`src/rtl/detect_sweep_scheduler_pkg.sv`:
```
// rtl/detect_sweep_scheduler_pkg.sv - shared frame layout and FSM encoding for the detect sweep scheduler
package detect_sweep_scheduler_pkg;

  typedef logic [4:0] widx_t;

  localparam int    FRAME_WORDS = 24;
  localparam int    H_WORDS     = 16;
  localparam int    Y_WORDS     = 8;
  localparam int    Y_OFFSET    = 16;
  localparam widx_t LAST_WORD   = widx_t'(FRAME_WORDS - 1);

  localparam logic [2:0] ST_IDLE     = 3'd0;
  localparam logic [2:0] ST_START    = 3'd1;
  localparam logic [2:0] ST_LOAD     = 3'd2;
  localparam logic [2:0] ST_WAIT_Q   = 3'd3;
  localparam logic [2:0] ST_WAIT_RES = 3'd4;

endpackage

```
`src/rtl/detect_sweep_scheduler_frame_pingpong_buf.sv`:
```
// rtl/detect_sweep_scheduler_frame_pingpong_buf.sv - two-bank frame store with write fill and read release
module detect_sweep_scheduler_frame_pingpong_buf
  import detect_sweep_scheduler_pkg::*;
#(
  parameter int N = 32
) (
  input  logic         clk,
  input  logic         rst,
  input  logic         i_wr_valid,
  input  logic [N-1:0] i_wr_r,
  input  logic [N-1:0] i_wr_i,
  output logic         o_wr_ready,
  input  widx_t        i_rd_idx_a,
  input  widx_t        i_rd_idx_b,
  output logic [N-1:0] o_rd_a_r,
  output logic [N-1:0] o_rd_a_i,
  output logic [N-1:0] o_rd_b_r,
  output logic [N-1:0] o_rd_b_i,
  output logic         o_rd_full,
  input  logic         i_release
);

  logic [2*N-1:0] r_mem [2][FRAME_WORDS];
  logic [1:0]     r_full;
  logic [1:0]     w_full_nxt;
  logic           r_wr_bank;
  logic           r_rd_bank;
  widx_t          r_wr_cnt;
  logic           w_wr_fire;
  logic           w_wr_last;

  assign o_wr_ready = !r_full[r_wr_bank];
  assign w_wr_fire  = i_wr_valid && o_wr_ready;
  assign w_wr_last  = w_wr_fire && (r_wr_cnt == LAST_WORD);
  assign o_rd_full  = r_full[r_rd_bank];

  assign {o_rd_a_r, o_rd_a_i} = r_mem[r_rd_bank][i_rd_idx_a];
  assign {o_rd_b_r, o_rd_b_i} = r_mem[r_rd_bank][i_rd_idx_b];

  always_ff @(posedge clk) begin
    if (w_wr_fire) r_mem[r_wr_bank][r_wr_cnt] <= {i_wr_r, i_wr_i};
  end

  // Filling one bank and releasing the other can coincide; both flag updates apply.
  always_comb begin
    w_full_nxt = r_full;
    if (w_wr_last) w_full_nxt[r_wr_bank] = 1'b1;
    if (i_release) w_full_nxt[r_rd_bank] = 1'b0;
  end

  always_ff @(posedge clk or posedge rst) begin
    if (rst) begin
      r_full    <= 2'b00;
      r_wr_bank <= 1'b0;
      r_rd_bank <= 1'b0;
      r_wr_cnt  <= '0;
    end else begin
      r_full <= w_full_nxt;
      if (w_wr_fire) begin
        if (w_wr_last) begin
          r_wr_cnt  <= '0;
          r_wr_bank <= ~r_wr_bank;
        end else begin
          r_wr_cnt <= r_wr_cnt + 5'd1;
        end
      end
      if (i_release) r_rd_bank <= ~r_rd_bank;
    end
  end

endmodule

```
`src/rtl/detect_sweep_scheduler.sv`:
```
// rtl/detect_sweep_scheduler.sv - sweeps q_index over buffered H/Y frames and collects the detector decision
module detect_sweep_scheduler
  import detect_sweep_scheduler_pkg::*;
#(
  parameter int N       = 32,
  parameter int NUM_Q   = 16,
  parameter int TIMEOUT = 1023
) (
  input  logic         clk,
  input  logic         rst,
  input  logic         in_valid,
  output logic         in_ready,
  input  logic [N-1:0] in_r,
  input  logic [N-1:0] in_i,
  output logic         start_new_q,
  output logic [3:0]   q_index,
  output logic         H_in_valid,
  output logic [N-1:0] H_in_r,
  output logic [N-1:0] H_in_i,
  output logic         Y_in_valid,
  output logic [N-1:0] Y_in_r,
  output logic [N-1:0] Y_in_i,
  input  logic         q_done,
  input  logic         det_valid,
  input  logic [7:0]   det_b1,
  input  logic [3:0]   det_b2,
  output logic         out_valid,
  output logic [7:0]   out_b1,
  output logic [3:0]   out_b2,
  output logic         err,
  output logic         busy
);

  localparam int TW = $clog2(TIMEOUT + 1);

  logic [2:0]    r_state;
  logic [2:0]    w_state_nxt;
  logic [3:0]    r_q_cnt;
  logic [3:0]    r_ld_cnt;
  logic [TW-1:0] r_timer;
  logic          r_h_valid;
  logic [N-1:0]  r_h_r;
  logic [N-1:0]  r_h_i;
  logic          r_y_valid;
  logic [N-1:0]  r_y_r;
  logic [N-1:0]  r_y_i;
  logic          r_out_valid;
  logic [7:0]    r_out_b1;
  logic [3:0]    r_out_b2;

  logic          w_rd_full;
  logic          w_release;
  logic          w_timeout;
  logic          w_waiting;
  logic          w_expired;
  logic          w_q_last;
  logic          w_ld_last;
  logic          w_fetch;
  logic          w_y_fetch;
  logic [3:0]    w_fetch_idx;
  widx_t         w_h_idx;
  widx_t         w_y_idx;
  logic [N-1:0]  w_h_r;
  logic [N-1:0]  w_h_i;
  logic [N-1:0]  w_y_r;
  logic [N-1:0]  w_y_i;

  detect_sweep_scheduler_frame_pingpong_buf #(.N(N)) u_buf (
    .clk        (clk),
    .rst        (rst),
    .i_wr_valid (in_valid),
    .i_wr_r     (in_r),
    .i_wr_i     (in_i),
    .o_wr_ready (in_ready),
    .i_rd_idx_a (w_h_idx),
    .i_rd_idx_b (w_y_idx),
    .o_rd_a_r   (w_h_r),
    .o_rd_a_i   (w_h_i),
    .o_rd_b_r   (w_y_r),
    .o_rd_b_i   (w_y_i),
    .o_rd_full  (w_rd_full),
    .i_release  (w_release)
  );

  assign w_waiting = (r_state == ST_WAIT_Q) || (r_state == ST_WAIT_RES);
  assign w_expired = w_waiting && (r_timer == TW'(TIMEOUT));
  assign w_q_last  = (r_q_cnt == 4'(NUM_Q - 1));
  assign w_ld_last = (r_ld_cnt == 4'(H_WORDS - 1));

  // Words are fetched one cycle ahead so the registered stream lines up with LOAD.
  assign w_fetch     = (r_state == ST_START) || ((r_state == ST_LOAD) && !w_ld_last);
  assign w_fetch_idx = (r_state == ST_START) ? 4'd0 : r_ld_cnt + 4'd1;
  assign w_y_fetch   = w_fetch && (w_fetch_idx < 4'(Y_WORDS));
  assign w_h_idx     = {1'b0, w_fetch_idx};
  assign w_y_idx     = widx_t'(Y_OFFSET) + {1'b0, w_fetch_idx};

  always_comb begin
    w_state_nxt = r_state;
    w_release   = 1'b0;
    w_timeout   = 1'b0;
    case (r_state)
      ST_IDLE:  if (w_rd_full) w_state_nxt = ST_START;
      ST_START: w_state_nxt = ST_LOAD;
      ST_LOAD:  if (w_ld_last) w_state_nxt = ST_WAIT_Q;
      ST_WAIT_Q: begin
        if (q_done) begin
          w_state_nxt = w_q_last ? ST_WAIT_RES : ST_START;
        end else if (w_expired) begin
          w_timeout   = 1'b1;
          w_release   = 1'b1;
          w_state_nxt = ST_IDLE;
        end
      end
      ST_WAIT_RES: begin
        if (det_valid) begin
          w_release   = 1'b1;
          w_state_nxt = ST_IDLE;
        end else if (w_expired) begin
          w_timeout   = 1'b1;
          w_release   = 1'b1;
          w_state_nxt = ST_IDLE;
        end
      end
      default: w_state_nxt = ST_IDLE;
    endcase
  end

  always_ff @(posedge clk or posedge rst) begin
    if (rst) begin
      r_state     <= ST_IDLE;
      r_q_cnt     <= '0;
      r_ld_cnt    <= '0;
      r_timer     <= '0;
      r_h_valid   <= 1'b0;
      r_h_r       <= '0;
      r_h_i       <= '0;
      r_y_valid   <= 1'b0;
      r_y_r       <= '0;
      r_y_i       <= '0;
      r_out_valid <= 1'b0;
      r_out_b1    <= '0;
      r_out_b2    <= '0;
    end else begin
      r_state <= w_state_nxt;

      if ((r_state == ST_IDLE) && (w_state_nxt == ST_START)) r_q_cnt <= '0;
      else if ((r_state == ST_WAIT_Q) && q_done && !w_q_last) r_q_cnt <= r_q_cnt + 4'd1;

      if (r_state == ST_START) r_ld_cnt <= '0;
      else if (r_state == ST_LOAD) r_ld_cnt <= r_ld_cnt + 4'd1;

      if (w_state_nxt != r_state) r_timer <= '0;
      else if (w_waiting) r_timer <= r_timer + 1'b1;

      r_h_valid <= w_fetch;
      r_h_r     <= w_fetch ? w_h_r : '0;
      r_h_i     <= w_fetch ? w_h_i : '0;
      r_y_valid <= w_y_fetch;
      r_y_r     <= w_y_fetch ? w_y_r : '0;
      r_y_i     <= w_y_fetch ? w_y_i : '0;

      r_out_valid <= (r_state == ST_WAIT_RES) && det_valid;
      if ((r_state == ST_WAIT_RES) && det_valid) begin
        r_out_b1 <= det_b1;
        r_out_b2 <= det_b2;
      end
    end
  end

  assign start_new_q = (r_state == ST_START);
  assign q_index     = (r_state == ST_START) ? r_q_cnt : 4'd0;
  assign H_in_valid  = r_h_valid;
  assign H_in_r      = r_h_r;
  assign H_in_i      = r_h_i;
  assign Y_in_valid  = r_y_valid;
  assign Y_in_r      = r_y_r;
  assign Y_in_i      = r_y_i;
  assign out_valid   = r_out_valid;
  assign out_b1      = r_out_b1;
  assign out_b2      = r_out_b2;
  assign err         = w_timeout;
  assign busy        = (r_state != ST_IDLE);

endmodule

```
`config.mk`:
```
export PLATFORM = sky130hd
export DESIGN_NAME = detect_sweep_scheduler
export DESIGN_NICKNAME = d
export VERILOG_FILES = /design/src/rtl/detect_sweep_scheduler_pkg.sv /design/src/rtl/detect_sweep_scheduler_frame_pingpong_buf.sv /design/src/rtl/detect_sweep_scheduler.sv
export SDC_FILE = /design/constraint.sdc
export NUM_CORES = 2
export LEC_CHECK = 0
export ABC_CLOCK_PERIOD_IN_PS = 5550
export BUFFER_PORTS_ARGS = -buffer_cell sky130_fd_sc_hd__buf_2
export CAP_MARGIN = 10
export CORE_ASPECT_RATIO = 1.4
export CORE_MARGIN = 3
export CORE_UTILIZATION = 56
export CTS_CLUSTER_SIZE = 14
export DETAILED_ROUTE_END_ITERATION = 8
export PLACE_DENSITY = 0.76
export SYNTH_ARGS = -nofsm -noshare
export SYNTH_HDL_FRONTEND = slang
export SYNTH_SLANG_ARGS = --single-unit
```
`constraint.sdc`:
```
create_clock -name clk -period 5.55 [get_ports clk]
set_clock_uncertainty 0.05 [all_clocks]
set_input_delay 0.8325 -clock clk [delete_from_list [all_inputs] [get_ports clk]]
set_output_delay 0.8325 -clock clk [all_outputs]
set_load 0.005 [all_outputs]
```
==> flow_summary.ini <==
[timing]
clock.fmax_mhz = 225
rsz0062_at_grt = false
timing_hold_violations_final = 0
whs_ns = 0.140
fin_crit_sh_pct = 80.3
fin_setup_tns_ns = 0
tightestPinTransition_ns = 1.29
setup_violations = 0
slew_headroom_pct = 13.7
period_needed_ns = 4.45
slew_viol_final = 0

[logic_synthesis]
ys.flop_type = edfxtp_1
syn-num-nets = 6654
synth_edf_count = 3072
netlist_area_um2 = 124000
ys_types = 77
yosys_warnings = 0
syn_avg_cell_area_um2 = 18.9
syn-instance-count = 6566
ys_async_sr_fraction_pct = 5.33
yosys_register_bits = 3245
ys_seq_area_share_pct = 77.9

[critical_path]
reg2reg_depth = 8
worst_setup_path_start_kind = register
cp_data_arrival_time_ns = 3.57
cp_data_required_time_ns = 4.67
endpoint_kind = primary output
crit_type = register to primary output
crit_path_max_fanout = 49

[run]
maxCapViolCount = 0

[cts]
postCtsSetupBuffers = 0
worstSkewPairLatency_ns = 0.87
cts_buffer_depth = 4
h-tree-depth = 5
clk_pin_slew_ns = 0.06
cts_tree = done
ctsResizeCount = 0
cts_buffers = 299
clock-root-buffer = clkbuf_16
hold_buffers = 0
cts.sinks = 3245

[routing]
vias = 68700
routed_wl_um = 337000
ant_nets = 0
wl_per_cell_um = 33.8
drt-initial-drc-count = 9902
drtPass1Iterations = 9
route.detailed.drc = 0
via_per_inst = 6.89

[die]
die_area_um2 = 227000
die_y_um = 563
core_um2 = 219000
die_w_um = 404
initial_utilization_pct = 56.5
ios = 232
num_rows = 203

[global_route]
antenna_found_initial = 25
grt_pass1_wl_um = 484000
grt_use_total_pct = 29.5
grt_pass1_vias = 68200
grt-ovfl-total = 0
grt_max_degree = 131

[placed_design]
post-dp-hpwl_um = 186000
place_congestion = 0.846
port_buffers = 231

[power_and_ir_drop]
power_mw = 76.2
ir_drop_mv = 0.521
power_density_nw_per_um2 = 550
power.leakage_nw = 45.5

[min_path]
hold_path_class = input pin to register
min_path_cells = 2

[final_layout]
fin_nets = 6941
area_growth_pct = 11.8
drive_gt1_share_pct = 19.4

[outcome]
status = completed
==> cell type report <==
type	instances	area (um2)
multi-input cells	2884	25900
diodes	13	32.5
inverters	13	60.1
repair buffers	410	3180
clock inverters	78	744
well taps	2870	3590
clock buffers	450	8520
fillers	14300	80600
flip-flops and latches	3245	96600
==> worst paths after layout <==
check,endpoint,from,slack [ns]
max in group asynchronous,Y_in_r[14],rst,3.99
hold / removal,out_b1[0],det_b1[0],0.14
hold reg to reg,out_b2[2],out_b2[2],0.45
setup reg to reg,H_in_i[16],r_state[0],1.15
setup / recovery,q_index[0],r_state[0],1.10
min in group asynchronous,out_b2[0],rst,0.17
==> flip-flops by register name, summed over array words and instances (netlist names), 2 cells and up <==
signal          count
Y_in_r             32
out_b2              4
u_buf.r_full        2
r_timer            10
out_b1              8
r_q_cnt             4
H_in_r             32
r_state             3
H_in_i             32
u_buf.r_mem      3072
r_ld_cnt            4
u_buf.r_wr_cnt      5
Y_in_i             32
==> placed cells by master, fill, tap and decap left out, drive strengths merged, types with 10 or more instances in the layout <==
cell and n:
edfxtp 3072, nand2 540, clkbuf 450, mux4 418
buf 410, mux2i 310, dfrtp 173, a21oi 171
a211oi 163, a31oi 149, o21ai 138, nand3 119
o22ai 98, nor2 97, mux2 68, nor2b 66
clkinv 57, a22oi 52, and3 51, and2 47
a311oi 39, a221oi 36, a22o 33, o211ai 32
nor3 29, inv 21, a21o 20, o32ai 20
a32oi 18, a221o 16, o32a 15, a222oi 14
diode 13, xor2 12, bufinv 10, a2111oi 10
==> report_power, final <==
part	internal (mW)	switching [mW]
clock	11.1	8.69
sequential	28.1	0.733
combinational	9.56	18.0
==> synth_stat cells (47+ instances only) <==
cell	number	share of area (%)
mux2i_1	310	2.5
a22oi_1	52	0.31
mux4_2	418	7.6
nand2_1	540	1.6
a21oi_1	170	0.69
buf_1	48	0.15
o22ai_1	98	0.49
clkbuf_1	184	0.56
mux2_2	67	0.61
and3_1	51	0.26
nor2_1	92	0.28
nor2b_1	66	0.33
a211oi_1	160	0.97
dfrtp_1	173	3.5
nand3_1	119	0.48
a31oi_1	149	0.75
buf_2	169	0.68
o21ai_0	136	0.55
edfxtp_1	3072	74
and2_1	47	0.24
==> per-layer routing <==
layer | global-route usage [%] | wire length, um | share of wire, %
met5 | 0 | 121 | 0.036
met4 | 13.4 | 17200 | 5.1
met3 | 6.30 | 39900 | 12
met2 | 46.9 | 162000 | 48
met1 | 39.6 | 118000 | 35
==> critical path, stage by stage, from the launching register on <==
cell,delay [ns]
dfrtp_1,0.74
or3b_4,0.50
inv_4,0.31
buf_4,0.72
and2_1,0.27
buf_2,0.13
==> logic make-up after synthesis <==
| logic type | synth area share (%) |
|---|---|
| xor+xnor | 0.141 |
| fa+ha+maj | 0.0707 |
| compound gates | 6.06 |
| mux | 10.7 |
| flops | 77.9 |
| buf+inv | 1.59 |
| simple gates | 3.51 |
==> per-stage QoR <==
stage               util, %  instance area (um2)  worst slack, ns  cells
floorplan                 -               124000            0.848   6566
global placement       59.0               129000             1.48   9421
detailed placement     59.0               129000             1.44   9421
CTS                    63.2               139000             1.12   9949
global route           63.2               139000            0.998   9952
finish                 63.2               139000             1.10   9963
(Power assumes the default switching activity.)
